File: src/rtl/mem_access_unit.sv
//==============================================================================
// Module      : mem_access_unit
// Description : Load/store initiator for a word-only data memory. Sub-word
//               stores use read-modify-write; loads are lane-extracted and
//               sign- or zero-extended.
// Revision    : 1.0 - initial release
//==============================================================================
`default_nettype none

module mem_access_unit #(
    parameter int ADDR_W = 32
) (
    input  logic              clk,
    input  logic              reset,
    input  logic              req_valid,
    output logic              req_ready,
    input  logic              req_write,
    input  logic [1:0]        req_size,
    input  logic              req_unsigned,
    input  logic [ADDR_W-1:0] req_addr,
    input  logic [31:0]       req_wdata,
    output logic              rsp_valid,
    output logic [31:0]       rsp_rdata,
    output logic              misalign_err,
    output logic [ADDR_W-1:0] mem_addr,
    output logic [31:0]       mem_wdata,
    output logic              mem_read,
    output logic              mem_write,
    input  logic [31:0]       mem_rdata
);

    localparam logic [1:0] c_size_byte = 2'b00;
    localparam logic [1:0] c_size_half = 2'b01;
    localparam logic [1:0] c_size_word = 2'b10;

    typedef enum logic [1:0] {
        S_IDLE = 2'd0,
        S_RD   = 2'd1,
        S_CAP  = 2'd2,
        S_WR   = 2'd3
    } state_t;

    state_t              r_state;
    state_t              w_next;
    logic                r_write;
    logic [1:0]          r_size;
    logic                r_unsigned;
    logic [ADDR_W-1:0]   r_addr;
    logic [31:0]         r_wbuf;

    logic                w_accept;
    logic                w_misalign;
    logic [7:0]          w_byte;
    logic [15:0]         w_half;
    logic [31:0]         w_merged;
    logic [31:0]         w_load;

    assign w_accept   = req_valid && req_ready;
    assign w_misalign = (req_size == 2'b11) ||
                        (req_size == c_size_half && req_addr[0]) ||
                        (req_size == c_size_word && req_addr[1:0] != 2'b00);

    assign mem_addr  = {r_addr[ADDR_W-1:2], 2'b00};
    assign mem_wdata = r_wbuf;

    always_ff @(posedge clk) begin
        if (reset) begin
            r_state <= S_IDLE;
        end else begin
            r_state <= w_next;
        end
    end

    always_comb begin
        w_next    = r_state;
        req_ready = 1'b0;
        mem_read  = 1'b0;
        mem_write = 1'b0;
        case (r_state)
            S_IDLE: begin
                req_ready = 1'b1;
                // Misaligned requests are answered from IDLE without touching memory
                if (req_valid && !w_misalign) begin
                    w_next = (req_write && req_size == c_size_word) ? S_WR : S_RD;
                end
            end
            S_RD: begin
                mem_read = 1'b1;
                w_next   = S_CAP;
            end
            S_CAP: begin
                w_next = r_write ? S_WR : S_IDLE;
            end
            S_WR: begin
                mem_write = 1'b1;
                w_next    = S_IDLE;
            end
            default: w_next = S_IDLE;
        endcase
    end

    // Lane selection: little-endian, byte lane = addr[1:0], half lane = addr[1]
    always_comb begin
        w_merged = mem_rdata;
        w_byte   = mem_rdata[{r_addr[1:0], 3'b000} +: 8];
        w_half   = r_addr[1] ? mem_rdata[31:16] : mem_rdata[15:0];
        w_load   = mem_rdata;
        case (r_size)
            c_size_byte: begin
                w_merged[{r_addr[1:0], 3'b000} +: 8] = r_wbuf[7:0];
                w_load = {{24{w_byte[7] & ~r_unsigned}}, w_byte};
            end
            c_size_half: begin
                w_merged[{r_addr[1], 4'b0000} +: 16] = r_wbuf[15:0];
                w_load = {{16{w_half[15] & ~r_unsigned}}, w_half};
            end
            default: begin
                w_merged = mem_rdata;
                w_load   = mem_rdata;
            end
        endcase
    end

    always_ff @(posedge clk) begin
        if (reset) begin
            r_write      <= 1'b0;
            r_size       <= 2'b00;
            r_unsigned   <= 1'b0;
            r_addr       <= '0;
            r_wbuf       <= 32'h0;
            rsp_valid    <= 1'b0;
            rsp_rdata    <= 32'h0;
            misalign_err <= 1'b0;
        end else begin
            rsp_valid    <= 1'b0;
            rsp_rdata    <= 32'h0;
            misalign_err <= 1'b0;
            if (w_accept) begin
                r_write    <= req_write;
                r_size     <= req_size;
                r_unsigned <= req_unsigned;
                r_addr     <= req_addr;
                r_wbuf     <= req_wdata;
                if (w_misalign) begin
                    rsp_valid    <= 1'b1;
                    misalign_err <= 1'b1;
                end
            end
            if (r_state == S_CAP) begin
                if (r_write) begin
                    r_wbuf <= w_merged;
                end else begin
                    rsp_valid <= 1'b1;
                    rsp_rdata <= w_load;
                end
            end
            if (r_state == S_WR) begin
                rsp_valid <= 1'b1;
            end
        end
    end

endmodule

`default_nettype wire

File: config.mk
export PLATFORM = sky130hd
export DESIGN_NAME = mem_access_unit
export DESIGN_NICKNAME = d
export VERILOG_FILES = /design/src/rtl/mem_access_unit.sv
export SDC_FILE = /design/constraint.sdc
export NUM_CORES = 1
export LEC_CHECK = 0
export CORE_MARGIN = 3
export CORE_UTILIZATION = 28
export DETAILED_ROUTE_END_ITERATION = 10
export GPL_TIMING_DRIVEN = 0
export PLACE_DENSITY = 0.65
export SYNTH_ARGS = -nofsm -noshare
export SYNTH_HDL_FRONTEND = slang
export SYNTH_SLANG_ARGS = --single-unit
File: constraint.sdc
create_clock -name clk -period 3.9 [get_ports clk]
set_input_delay 0.975 -clock clk [delete_from_list [all_inputs] [get_ports clk]]
set_output_delay 0.975 -clock clk [all_outputs]
set_load 0.02 [all_outputs]
==> reports/summary.txt, run 1 <==
outcome: finished, final reports clean
critical path type: flip-flop to primary output
number of diodes: 0
Final WS setup: 1.28 ns
Setup Skew: 0.0107 ns
FILL cells: 1743
vias in the first global route: 4958
CP endpoint kind: primary output
Core ar.: 17300 um2
final worst path period share: 67.3%
io pins: 204
Initial Utilization: 28.7%
fraction of layout cells with a size suffix above 1: 13.1%
Primary FF master, synth: dfxtp_1
first-pass GRT wire length: 28800 um
CTS resizes: 0
worst hold path type: flip-flop to flip-flop
Mapped Area: 4960 um2
fin nets: 899
Vias per Instance: 5.14
RSZ-0062 raised after global routing: false
P&R area growth vs syn: 52.2%
area occupied by multi-input gates: 2400 um2
Worst-path clk slew: 0.07 ns
H-tree level count: 3
largest fanout on the critical path: 7
crit path DAT: 1.65 ns
pre-CTS setup slack: 1.14 ns
antenna violations before repair: 0
Die Wd: 139 um
leakage: 2.74 nW
final hold vios: 0
Post-DRT Antenna Nets: 0
Final Total Pwr: 2.71 mW
Slew headroom: 53.5%
Slew Viols, Final: 0
Synth Register Bits: 104
max-cap violations: 0
Setup Total Neg Slack: 0 ns
Critical Path RT: 2.92 ns
Synthesis Warnings: 0
post-CTS setup buffer count: 0
Pwr Density: 359 nW/um2
Synth cell types: 44
Root Driver: clkbuf_16
Routed wire per std cell: 18.4 um
Synth Area per Inst: 8.57 um2
cell area after layout: 7550 um2
Reg area: 2080 um2
maximum clock insertion buffer count: 2
clock sinks: 104
worst vdd ir: 0.225 mV
RePlAce Congestion: 0.865
total grt overflow: 0
Tightest Pin Transition: 0.697 ns
CTS Buf Count: 9
worst skew pair latency: 0.36 ns
total number of vias: 5243
router iterations before antenna repair: 5
Die Area: 19300 um2
worst reg-to-reg path cell count: 9
Tmin final: 2.62 ns
Post-Route WL: 18800 um
final setup fails: 0
1st-iter DRT viols: 355
hold depth: 2
DR DRC count: 0
hold_buf cts: 0
Post-synth EDFFs: 0
die height: 139 um
Core Util, Final: 43.6%
Post-Syn Instances: 579
gr usage total: 18.8%
sequential element share of the synthesized area: 42.0%
largest net degree at the start of global routing: 16
asr flop ratio synth: 0%
HPWL after DPL: 14500 um
Post-DP Area: 7250 um2
r2r setup slk: 1.48 ns
Port-buffer cells: 200
CTS tree: yes
FP Rows: 48
Worst Setup Start Kind: flip-flop
maximum clock frequency: 381 MHz
final timing paths:
kind | startpoint | end
worst min register to register | r_addr[18] | r_addr[18]
worst min-delay path | r_addr[18] | r_addr[18]
worst max register to register | r_addr[1] | mem_wdata[28]
worst max-delay path | r_state[0] | mem_read
worst max-delay path, cell delays in order, from the launching register on:
cell and delay (ns):
dfxtp_1 0.44, nor2b_1 0.21, clkdlybuf4s50_1 0.64
logic make-up (layout without fill, tap and decap cells):
family / Yosys count / count (layout) / share of synthesized area [%]
compound gates: 194 / 194 / 28.7
fa+ha+maj: 5 / 5 / 1.26
buf+inv: 84 / 300 / 9.76
flops: 104 / 104 / 42.0
mux: 11 / 11 / 2.40
other cells: 1 / 2 / 0.0756
simple gates: 180 / 180 / 15.9
cells in the mapped netlist, types with 4 or more instances:
cell,count,area (um2)
a211oi_1,16,120
a21oi_1,88,440
a221oi_1,32,280
a221oi_2,16,240
a222oi_1,7,70.1
a22o_1,8,70.1
a22oi_1,8,60.1
buf_2,21,105
buf_4,36,270
clkbuf_1,22,82.6
dfxtp_1,104,2080
ha_1,5,62.6
mux2_2,7,78.8
mux2i_1,4,40.0
nand2_1,138,518
nand2b_1,4,25.0
nor2_1,14,52.6
nor2b_1,5,31.3
o21ai_0,5,25.0
per-stage QoR:
| step | instances | hold slack, ns |
|---|---|---|
| after global placement | 1005 | 0.443 |
| after floorplan | 580 | 0.437 |
| after detailed placement | 1005 | 0.447 |
| final | 1021 | 0.455 |
| after global routing | 1021 | 0.477 |
| after CTS | 1021 | 0.456 |
area by class of cell:
cell class / instances / area share, %
clock inverters: 2 / 0.497
clock buffers: 14 / 3.50
plain buffers: 81 / 6.27
repair buffers: 200 / 26.5
inverters: 3 / 0.149
flip-flops and latches: 104 / 27.6
multi-input cells: 392 / 31.8
well taps: 225 / 3.73
flip-flops by register name, indices dropped and copies added (netlist names):
signal / cells
mem_wdata: 32
r_addr: 32
rsp_rdata: 32
r_size: 2
r_state: 2
misalign_err: 1
r_unsigned: 1
r_write: 1
rsp_valid: 1
power breakdown:
| part | total [mW] | switching, mW | internal [mW] | leakage, nW |
|---|---|---|---|---|
| registers | 1.16 | 0.0441 | 1.12 | 0.850 |
| logic | 0.614 | 0.313 | 0.300 | 1.75 |
| clock network | 0.938 | 0.403 | 0.534 | 0.143 |
| total | 2.71 | 0.761 | 1.95 | 2.74 |
cell usage in the layout, fill, tap and decap left out, types with 2 or more instances in the layout:
cell               n
clkbuf_1          25
o21ai_0            5
a22o_1             8
nand2_1          138
inv_1              2
and2_1             3
and4_1             2
nor3b_4            2
o21bai_1           3
mux2i_1            4
clkbuf_16          9
o21ai_1            3
clkdlybuf4s50_1  200
buf_4             36
nor3_1             3
a21oi_1           88
a222oi_1           7
nor2_1            14
dfxtp_1          104
nand2b_1           4
a211oi_1          16
a21o_1             2
a221oi_1          32
nor3_2             2
clkbuf_8           2
or2_2              2
a22oi_1            8
nor2b_1            5
conb_1             2
mux2_2             7
buf_2             21
ha_1               5
a221oi_2          16
per-layer routing:
layer | vias up | GRT usage [%] | wire length [um]
li1 | 2474 | - | -
met3 | 19 | 5.79 | 1770
met4 | 0 | 5.36 | 284
met2 | 259 | 28.7 | 8320
met5 | - | 0 | 0
met1 | 2491 | 25.8 | 8450
Note: power is estimated with default switching activity, not from simulation.
==> inputs of run 2 (changes only) <==
PLACE_DENSITY = 0.67   (was 0.65)
clock period = 2.15 ns   (was 3.9 ns; I/O delays follow)
==> run 2 against run 1 <==
  * Via count is 2.0% lower
  * Design area rose by 2.4%
  * Register-to-register slack worse by 1.4 ns
  * Critical endpoint is now mem_wdata[5]
==> reports/summary.txt, run 2 (synthesized netlist as in run 1, its figures left out) <==
outcome: finished, final reports clean
total grt overflow: 0
antenna violations before repair: 0
1st-iter DRT viols: 399
Pwr Density: 620 nW/um2
FP Rows: 48
Die Area: 19300 um2
Critical Path RT: 1.61 ns
die height: 139 um
Initial Utilization: 28.7%
final hold vios: 0
router iterations before antenna repair: 5
commonest non-fill, non-tap cell in the layout: clkdlybuf4s50_1
fraction of layout cells with a size suffix above 1: 16.1%
maximum clock insertion buffer count: 2
pre-CTS setup slack: -0.225 ns
Post-Route WL: 19000 um
Cell Chain, Critical Path: clkdlybuf4s50_1
Reg power frac: 44.1%
largest stage delay on the critical path: 0.71 ns
CTS Buf Count: 9
Post-DRT Antenna Nets: 0
worst vdd ir: 0.392 mV
most frequent cells in the layout: 197 x clkdlybuf4s50_1, 138 x nand2_1, 99 x dfxtp_1
Clk pwr share: 32.4%
Logic pwr share: 23.6%
Core ar.: 17300 um2
fin nets: 898
RePlAce Congestion: 0.872
Routed wire per std cell: 18.6 um
leakage: 2.82 nW
HPWL after DPL: 14600 um
Slowest cell on crit path: clkdlybuf4s50_1
Tmin final: 2.13 ns
final setup fails: 0
Core Util, Final: 44.7%
clock sinks: 104
first-pass GRT wire length: 28700 um
Tightest Pin Transition: 0.957 ns
Die Wd: 139 um
met2 wire length: 9080 um
total number of vias: 5137
Max Used Layer: met4
metal3 WL: 1250 um
post-CTS setup buffer count: 0
internal cell power: 3.38 mW
Worst Setup Start Kind: flip-flop
crit path from: mem_wdata[5]
Slew Viols, Final: 0
Worst Min Path Start: r_addr[2]
CP endpoint kind: primary output
CTS tree: yes
number of diodes: 0
Root Driver: clkbuf_16
Slew headroom: 36.2%
Final Total Pwr: 4.79 mW
Port-buffer cells: 200
largest fanout on the critical path: 6
max-cap violations: 0
Switching Share: 29.4%
critical path's top delay family: buffers and inverters
reg2reg start: r_addr[1]
critical path type: flip-flop to primary output
Vias per Instance: 5.04
WP buf/inv: 1
vias in the first global route: 4984
gr usage total: 18.8%
Final WS setup: 0.0245 ns
H-tree level count: 3
met1 wire length: 8190 um
largest net degree at the start of global routing: 19
Worst-path clk slew: 0.07 ns
Setup Skew: 0.00720 ns
worst hold path type: flip-flop to flip-flop
Psw: 1.41 mW
DR DRC count: 0
maximum clock frequency: 470 MHz
worst skew pair latency: 0.36 ns
RSZ-0062 raised after global routing: false
P&R area growth vs syn: 55.8%
final worst path period share: 98.9%
io pins: 204
crit path DAT: 1.59 ns
run 2: cell types whose count changed in the layout (fill, tap and decap cells not counted), moves of 3 or more:
cell | previous run | this run
a221oi_4 | 0 | 7
dfxtp_1 | 104 | 99
dlymetal6s2s_1 | 0 | 3
a221oi_2 | 16 | 25
dfxtp_2 | 0 | 5
a221oi_1 | 32 | 16
clkdlybuf4s50_1 | 200 | 197
clkinv_2 | 0 | 4
clkbuf_1 | 25 | 22
run 2: worst paths after layout:
path	slack [ns]	cells past startpoint	end
worst min-delay path	0.45	2	r_addr[2]
worst min register to register	0.45	2	r_addr[2]
worst max-delay path	0.02	1	mem_wdata[5]
worst max register to register	0.10	8	mem_wdata[28]
run 2: area by class of cell:
type / instances / area, um2
Timing Repair Buffer: 200 / 2010
Sequential cell: 104 / 2090
Clock buffer: 10 / 239
Fill cell: 1724 / 9570
Inverter: 3 / 11.3
Multi-Input combinational cell: 392 / 2590
Tap cell: 225 / 282
Buffer: 80 / 475
Clock inverter: 6 / 35.0
run 2: metal layers:
layer	vias to the layer above	track usage, %
li1	2483	-
met1	2417	24.3
met2	201	31.1
met3	36	4.03
met4	0	6.23
met5	-	0
run 2: what timing repair did:
item	4_1_cts	5_1_grt
pin swaps	0	0
endpoints found under the setup margin	23	22
hold buffers	0	0
resized for setup	23	13
run 2: power by group through the flow:
stage	Combinational (mW)	Clock (mW)	Sequential, mW
2_1_floorplan	0.519	0	2.19
3_3_place_gp	1.10	0	2.14
3_5_place_dp	1.11	0	2.14
4_1_cts	1.12	1.58	2.11
5_1_grt	1.21	1.66	2.12
6_report	1.13	1.55	2.11
run 2: worst reg2reg max path: stages (launching register included):
cell and delay [ns]:
dfxtp_1 0.39, buf_8 0.20, inv_2 0.14, ha_1 0.36, inv_1 0.07, and4_1 0.16, buf_4 0.20, a221oi_4 0.30
a221oi_2 0.09
run 2: metrics by stage:
stage / hold WS, ns / area, um2 / std cells / TNS, ns
global route: 0.475 / 7730 / 1020 / 0
CTS: 0.456 / 7680 / 1020 / 0
global placement: 0.444 / 7250 / 1005 / -4.14
detailed placement: 0.447 / 7250 / 1005 / -4.24
finish: 0.453 / 7730 / 1020 / 0
floorplan: 0.437 / 4960 / 580 / 0
